[src/rtl/mem_arbiter.sv]
// mem_arbiter: shares one synchronous memory port between the instruction-fetch
// requester and the load/store requester. Each request is latched in IDLE and
// then runs a fixed MEM_LAT-cycle ACCESS phase. A one-cycle RESP phase follows,
// carrying the acknowledge and the registered read data.
// Optional feature macro: ARB_ROUND_ROBIN_EN. When it is defined, contended
// grants alternate between the two ports. When it is undefined, the data port
// always wins a contended grant.
module mem_arbiter #(
    parameter int ADDR_W  = 32,
    parameter int DATA_W  = 32,
    parameter int MEM_LAT = 1
) (
    input  logic              clk,
    input  logic              reset,
    input  logic              i_req,
    input  logic [ADDR_W-1:0] i_addr,
    output logic [DATA_W-1:0] i_rdata,
    output logic              i_ack,
    input  logic              d_req,
    input  logic              d_we,
    input  logic [ADDR_W-1:0] d_addr,
    input  logic [DATA_W-1:0] d_wdata,
    output logic [DATA_W-1:0] d_rdata,
    output logic              d_ack,
    output logic [ADDR_W-1:0] mem_addr,
    output logic [DATA_W-1:0] mem_wdata,
    output logic              mem_re,
    output logic              mem_we,
    input  logic [DATA_W-1:0] mem_rdata,
    output logic              busy,
    output logic              grant_d
);

    // Reject a latency the 4-bit counter cannot represent, or a zero latency.
    generate
        if (MEM_LAT < 1 || MEM_LAT > 15) begin : g_bad_mem_lat
            $error("mem_arbiter: MEM_LAT must be in the range 1..15");
        end
    endgenerate

    localparam logic [3:0] LAT = 4'(MEM_LAT);

    typedef enum logic [1:0] {
        IDLE   = 2'd0,
        ACCESS = 2'd1,
        RESP   = 2'd2
    } state_t;

    state_t            state_q, state_d;
    logic [3:0]        cnt_q, cnt_d;
    logic              we_q, we_d;
    logic              grant_d_q, grant_d_d;
    logic [ADDR_W-1:0] mem_addr_q, mem_addr_d;
    logic [DATA_W-1:0] mem_wdata_q, mem_wdata_d;
    logic              mem_re_q, mem_re_d;
    logic              mem_we_q, mem_we_d;
    logic              i_ack_q, i_ack_d;
    logic              d_ack_q, d_ack_d;
    logic [DATA_W-1:0] i_rdata_q, i_rdata_d;
    logic [DATA_W-1:0] d_rdata_q, d_rdata_d;
    logic              pick_data;
`ifdef ARB_ROUND_ROBIN_EN
    logic              rr_last_q, rr_last_d;
`endif

    // Next-state and next-output decode; every output is a register loaded from here.
    always_comb begin
        state_d     = state_q;
        cnt_d       = cnt_q;
        we_d        = we_q;
        grant_d_d   = grant_d_q;
        mem_addr_d  = mem_addr_q;
        mem_wdata_d = mem_wdata_q;
        mem_re_d    = mem_re_q;
        mem_we_d    = mem_we_q;
        i_ack_d     = 1'b0;
        d_ack_d     = 1'b0;
        i_rdata_d   = i_rdata_q;
        d_rdata_d   = d_rdata_q;
`ifdef ARB_ROUND_ROBIN_EN
        rr_last_d   = rr_last_q;
        // rr_last_q = 1 means the data port was granted last, so the fetch port wins a tie.
        pick_data   = d_req && (!i_req || !rr_last_q);
`else
        pick_data   = d_req;
`endif

        case (state_q)
            IDLE: begin
                if (i_req || d_req) begin
                    state_d     = ACCESS;
                    cnt_d       = LAT;
                    grant_d_d   = pick_data;
                    we_d        = pick_data && d_we;
                    mem_addr_d  = pick_data ? d_addr : i_addr;
                    mem_re_d    = !(pick_data && d_we);
                    mem_we_d    = pick_data && d_we;
                    mem_wdata_d = (pick_data && d_we) ? d_wdata : '0;
`ifdef ARB_ROUND_ROBIN_EN
                    rr_last_d   = pick_data;
`endif
                end
            end
            ACCESS: begin
                cnt_d    = cnt_q - 4'd1;
                mem_we_d = 1'b0;
                if (cnt_q == 4'd1) begin
                    state_d     = RESP;
                    mem_re_d    = 1'b0;
                    mem_wdata_d = '0;
                    if (!we_q) begin
                        if (grant_d_q) begin
                            d_rdata_d = mem_rdata;
                        end else begin
                            i_rdata_d = mem_rdata;
                        end
                    end
                    if (grant_d_q) begin
                        d_ack_d = 1'b1;
                    end else begin
                        i_ack_d = 1'b1;
                    end
                end
            end
            RESP: begin
                state_d = IDLE;
            end
            default: begin
                state_d = IDLE;
            end
        endcase
    end

    // State and output registers with synchronous reset; reset overrides any pending request.
    always_ff @(posedge clk) begin
        if (reset) begin
            state_q     <= IDLE;
            cnt_q       <= 4'd0;
            we_q        <= 1'b0;
            grant_d_q   <= 1'b0;
            mem_addr_q  <= '0;
            mem_wdata_q <= '0;
            mem_re_q    <= 1'b0;
            mem_we_q    <= 1'b0;
            i_ack_q     <= 1'b0;
            d_ack_q     <= 1'b0;
            i_rdata_q   <= '0;
            d_rdata_q   <= '0;
`ifdef ARB_ROUND_ROBIN_EN
            rr_last_q   <= 1'b0;
`endif
        end else begin
            state_q     <= state_d;
            cnt_q       <= cnt_d;
            we_q        <= we_d;
            grant_d_q   <= grant_d_d;
            mem_addr_q  <= mem_addr_d;
            mem_wdata_q <= mem_wdata_d;
            mem_re_q    <= mem_re_d;
            mem_we_q    <= mem_we_d;
            i_ack_q     <= i_ack_d;
            d_ack_q     <= d_ack_d;
            i_rdata_q   <= i_rdata_d;
            d_rdata_q   <= d_rdata_d;
`ifdef ARB_ROUND_ROBIN_EN
            rr_last_q   <= rr_last_d;
`endif
        end
    end

    assign i_rdata   = i_rdata_q;
    assign i_ack     = i_ack_q;
    assign d_rdata   = d_rdata_q;
    assign d_ack     = d_ack_q;
    assign mem_addr  = mem_addr_q;
    assign mem_wdata = mem_wdata_q;
    assign mem_re    = mem_re_q;
    assign mem_we    = mem_we_q;
    assign grant_d   = grant_d_q;
    assign busy      = (state_q != IDLE);

endmodule

[config.mk]
export PLATFORM = sky130hd
export DESIGN_NAME = mem_arbiter
export DESIGN_NICKNAME = d
export VERILOG_FILES = /design/src/rtl/mem_arbiter.sv
export SDC_FILE = /design/constraint.sdc
export NUM_CORES = 1
export LEC_CHECK = 0
export ABC_AREA = 1
export BUFFER_PORTS_ARGS = -buffer_cell sky130_fd_sc_hd__buf_4
export CORE_AREA = 2 2 97 146
export CTS_CLUSTER_DIAMETER = 30
export DETAILED_ROUTE_END_ITERATION = 6
export DIE_AREA = 0 0 99 148
export PLACE_DENSITY_LB_ADDON = 0.15
export SYNTH_ARGS = -nofsm -noshare
export SYNTH_HDL_FRONTEND = slang
export SYNTH_SLANG_ARGS = --single-unit
[constraint.sdc]
create_clock -name clk -period 1.66 [get_ports clk]
set_input_delay 0 -clock clk [delete_from_list [all_inputs] [get_ports clk]]
set_output_delay 0 -clock clk [all_outputs]
set_load 0.02 [all_outputs]
# Word level (Yosys, flattened, before mapping)

Cells that the tools add are included.
Widths: inputs -> output; s select.

Add/sub/neg operators: 1
Multipliers: 0
Div/mod/pow operators: 0
Magnitude comparators: 0
Equality and inequality tests: 4
Shift-type cells: 0
Multiplexer cells: 17
Bitwise operators: 4
Reduce and logical (&&, ||, !) cells: 13

Operators with widths:

| kind                | count |
|---|---|
| $mux 32             | 4 |
| $pmux 32 s2         | 1 |
| $pmux 4 s2          | 1 |
| $reduce_and 4->1    | 2 |
| $reduce_and 2->1    | 3 |
| $mux 1              | 5 |
| $eq 4x1->1 const B  | 1 |
| $mux 2              | 2 |
| $mux 4              | 1 |
| $ne 2x2->1 const B  | 2 |
| $not 1->1           | 4 |
| $pmux 1 s2          | 2 |
| $pmux 2 s2          | 1 |
| $reduce_bool 2->1   | 2 |
| $sub 4x1->4 const B | 1 |
| $reduce_and 3->1    | 1 |
| $reduce_or 3->1     | 1 |
| $eq 2x1->1 const B  | 1 |
| $logic_not 2->1     | 1 |
| $logic_and 1x1->1   | 1 |
| $logic_not 1->1     | 1 |
| $logic_or 1x1->1    | 1 |

Bits in registers: 140
Latch bits: 0
RAM bits: 0
Bits in read-only memories: 0
Input port bits: 133
Output and inout port bits: 134
Logic and storage cells: 51
Memories: 0

# Logic depth before layout (Yosys ltp)

Depth in word-level cells: 4
Gate-level depth with buffers: 8
Depth with buffers taken out: 7

# Worst setup path before layout

OpenSTA, ideal clock, no wires.

Path type: register to register
Start: register cnt_q[1]
End: register d_rdata_q[16] (netlist: d_rdata[16])
Library setup time: 0.112 ns
Data arrival time: 1.328 ns
Required time: 1.548 ns
Path slack: 0.220 ns
Cell stages (with the launch flop): 9
Path buffers: 1
Period minus slack after synthesis: 1.440 ns
Cell sequence: dfxtp_1 -> inv_1 -> ha_1 -> nand2_1 -> nor2_2 -> clkbuf_1 -> nand3_1 -> nand2_1 -> nor2_1

Longest elaborated chain between the ends: 2

RTL lines:

| element                           | line | text |
|---|---|---|
| start, declared                   | 50   | `logic [3:0] cnt_q, cnt_d;` |
| start signal, assigned            | 154  | `cnt_q <= cnt_d;` |
| $eq 4x1->1                        | 107  | `if (cnt_q == 4'd1) begin` |
| $reduce_and 4->1 (no source line) | n/a  |  |
| end signal, assigned              | 164  | `d_rdata_q <= d_rdata_d;` |
| end, declared                     | 60   | `logic [DATA_W-1:0] d_rdata_q, d_rdata_d;` |

No other way between the ends.
A chain may end at the register's enable or synchronous reset.

# Worst setup path after layout

Start: register state_q[1]
End: register mem_wdata_q[21] (netlist: mem_wdata[21])

Longest elaborated chain between the ends: 3
Elaborated cells on any way between the ends: 7
Those cells by class: 3 x eq/ne; 1 x mux; 3 x reduce/logical

RTL lines:

| element                                                          | line | text |
|---|---|---|
| start, declared                                                  | 49   | `state_t state_q, state_d;` |
| start signal, assigned                                           | 153  | `state_q <= state_d;` |
| $eq 2x1->1 or $logic_not 2->1 (tied branches)                    | 88   | `case (state_q)` |
| $ne 2x2->1 (no source line) or $reduce_bool 2->1 (tied branches) | n/a  |  |
| $reduce_and 3->1 (no source line)                                | n/a  |  |
| end signal, assigned                                             | 158  | `mem_wdata_q <= mem_wdata_d;` |
| end, declared                                                    | 54   | `logic [DATA_W-1:0] mem_wdata_q, mem_wdata_d;` |

Parallel ways exist; a longest one is shown, timed or not.

==> results.toml <==
[outcome]
outcome = "finished, violations left"
violations = "hold timing"

[floorplanning]
dieArea_um2 = 14700
ios = 267
core.rowCount = 52
die_h_um = 148
die_w_um = 99
start_util_pct = 47.1
core_um2 = 13300

[critical_path]
path_delay_family = "simple AND/OR/NAND/NOR gates"
critical_path_buf_inv_count = 2
worstPathMaxFanout = 32
worstSetupPathType = "reg -> reg"
cp.arrival_ns = 1.86
slowest_stage = "dfxtp_1"
cp-start-kind = "flip-flop"
crit_chain = "inv_1 > nand2_1 > nand2_1 > buf_12 > nor2_1 > a21oi_1 > nor2_1"
required_ns = 2.00
cp-end-kind = "flip-flop"
cpPeakStageDelay_ns = 0.39

[sta]
fin_crit_sh_pct = 91.7
relSlewSlack_pct = 57.0
skew_ns = 0.00732
max_freq_ghz = 0.657
hold_viol_final = 1
fin_crit_ns = 1.52
rsz0062_at_grt = "no"
setup-tns-final_ns = 0
tightestPinTransition_ns = 0.643
finalSetupViolations = 0
drv_slew = 0
timing.hold.ws_ns = -0.00722

[global_route]
track_usage_pct = 26.7
antenna_found_initial = 0
grt_pass1_vias = 6934
grt_max_degree = 67
grt_pass1_wl_mm = 32.0
grt_overflow = 0

[layout]
multi_input_area_um2 = 2690
layout.nets = 1452
seq_area_um2 = 2800
drive_gt1_share_pct = 24.5
diodes = 0
area_growth_pct = 61.5
fin_area_um2 = 10100
fill_cells = 976

[synthesis]
yosysSeqAreaShare_pct = 44.6
avgSynthCellArea_um2 = 6.45
synth.top_cell.area_share_pct = 44.6
syn_nets = 1108
ys_warn_count = 0
ys_types = 18
synth_area_um2 = 6280
ys_ff_latch = 140
synth.area.top_cells = "dfxtp_1 (45%), nor2_1 (16%), nand2_1 (8.7%)"
synthCells = 973
yosys.area.top_type = "dfxtp_1"

[placement]
io_buffers = 266
gp_congestion = 0.829
post-dp-hpwl_mm = 12.0
place_area_um2 = 8490

[cts]
root_buffer = "clkbuf_16"
cts.path.max_buffers = 2
insertion_delay_ns = 0.41
cts_setup_buffers = 0
clkSinkCount = 140
cts_tree = "done"
path_clk_slew_ns = 0.06
ctsHtreeMaxLevel = 4
cts_made_buffers = 17

[min_path]
hp-class = "in -> reg"

[drt]
wl_per_cell_um = 13.2
wirelength_mm = 19.7
vias = 7172
met2_wirelength_mm = 10.2
wl_met3_mm = 1.23
wl_met1_mm = 7.30
firstDrtPassIters = 5
via_per_inst = 4.81
detail-route-antenna-nets = 0
drc = 0
drt_first_iter_violations = 287
top_layer_used = "met4"

[pwr]
peakVddDrop_v = 0.000763
p_total_w = 0.0106
power_density_nw_per_um2 = 1040
p_leak_nw = 5.19

[job]
cap_viol_max_count = 0
## worst register-to-register path: stages, from the launching register on
cell and delay [ns]:
dfxtp_1 0.39, inv_1 0.06, nand2_1 0.25, nand2_1 0.17, buf_12 0.20, nor2_1 0.15
a21oi_1 0.08, nor2_1 0.16
## routing by layer
metal	GRT usage, %	vias up
li1	-	3645
met1	29.0	3189
met2	46.6	270
met3	6.67	68
met4	15.5	0
met5	0	-
## kinds of logic after synthesis
kind of cell    count (synthesis)  share of synthesized area [%]
flops                         140                           44.6
fa+ha+maj                       2                          0.398
compound gates                105                           8.43
buf+inv                       205                           12.9
simple gates                  521                           33.7
## Yosys cell counts
library cell    n
nor2_1        262
nand2_1       145
dfxtp_1       140
inv_1         140
nand3_1       104
o21ai_0        65
a21oi_1        39
buf_2          30
clkbuf_1       30
buf_1           4
nor2_2          3
nor3_1          3
ha_1            2
or2_2           2
inv_2           1
nand3_2         1
nor2_4          1
o21ai_2         1
## worst paths after layout
path	slack (ns)	from	depth (start not counted)	to
worst max-delay path	0.14	state_q[1]$_SDFFE_PP0P_	7	mem_wdata[21]$_SDFFE_PP0P_
worst min-delay path	-0.007	d_addr[22]	5	mem_addr[22]$_SDFFE_PP0P_
worst max register to register	0.14	state_q[1]$_SDFFE_PP0P_	7	mem_wdata[21]$_SDFFE_PP0P_
worst min register to register	0.47	we_q$_SDFFE_PP0P_	2	we_q$_SDFFE_PP0P_
## layout make-up
class | count | share of cell area, %
sequential | 140 | 27.6
clock buffer | 18 | 4.23
multi-input combinational | 628 | 26.5
clock inverter | 13 | 1.65
inverter | 141 | 5.23
timing repair buffer | 389 | 32.7
tap | 162 | 2.00
## timing repair
item,CTS,global route
endpoints found under the hold margin,135,0
hold buffers,105,0
resized for setup,0,0
## layout by cell type, fill, tap and decap left out
| cell type | Yosys | final |
|---|---|---|
| o21ai_0 | 65 | 65 |
| inv_1 | 140 | 139 |
| clkinv_4 | 0 | 4 |
| a21oi_1 | 39 | 39 |
| nand3_1 | 104 | 104 |
| bufinv_16 | 0 | 3 |
| clkinvlp_4 | 0 | 2 |
| o21ai_4 | 0 | 1 |
| clkbuf_1 | 30 | 1 |
| buf_12 | 0 | 11 |
| buf_4 | 0 | 273 |
| inv_2 | 1 | 1 |
| nor3_1 | 3 | 3 |
| or2_2 | 2 | 2 |
| nor2_1 | 262 | 260 |
| dlygate4sd3_1 | 0 | 105 |
| clkinv_2 | 0 | 3 |
| dfxtp_1 | 140 | 140 |
| ha_1 | 2 | 2 |
| nor2_2 | 3 | 4 |
| nand2_1 | 145 | 145 |
| clkbuf_16 | 0 | 17 |
| inv_6 | 0 | 2 |
| nor2_4 | 1 | 2 |
| nand3_2 | 1 | 1 |
## power by group
group          internal [W]  leakage (nW)  total [W]  switching, W
Clock               0.00237         0.287    0.00384       0.00148
Sequential          0.00369          1.15    0.00387      0.000182
Combinational       0.00127          3.75    0.00285       0.00158
## stage by stage
step	hold WS (ns)	utilization (%)	cells	setup slack (ns)
floorplan	0.208	-	973	0.220
global placement	0.270	63.7	1355	0.276
detailed placement	0.267	63.7	1355	0.228
CTS	0.00643	76.0	1491	0.207
global route	0.0283	76.0	1491	0.0316
finish	-0.00722	76.0	1491	0.138
## registers in the layout (all words and copies together) (netlist names), 2 cells and up
| signal | flops |
|---|---|
| cnt_q | 4 |
| d_rdata | 32 |
| i_rdata | 32 |
| mem_addr | 32 |
| mem_wdata | 32 |
| state_q | 2 |
Power figures use the tool's default switching activity.
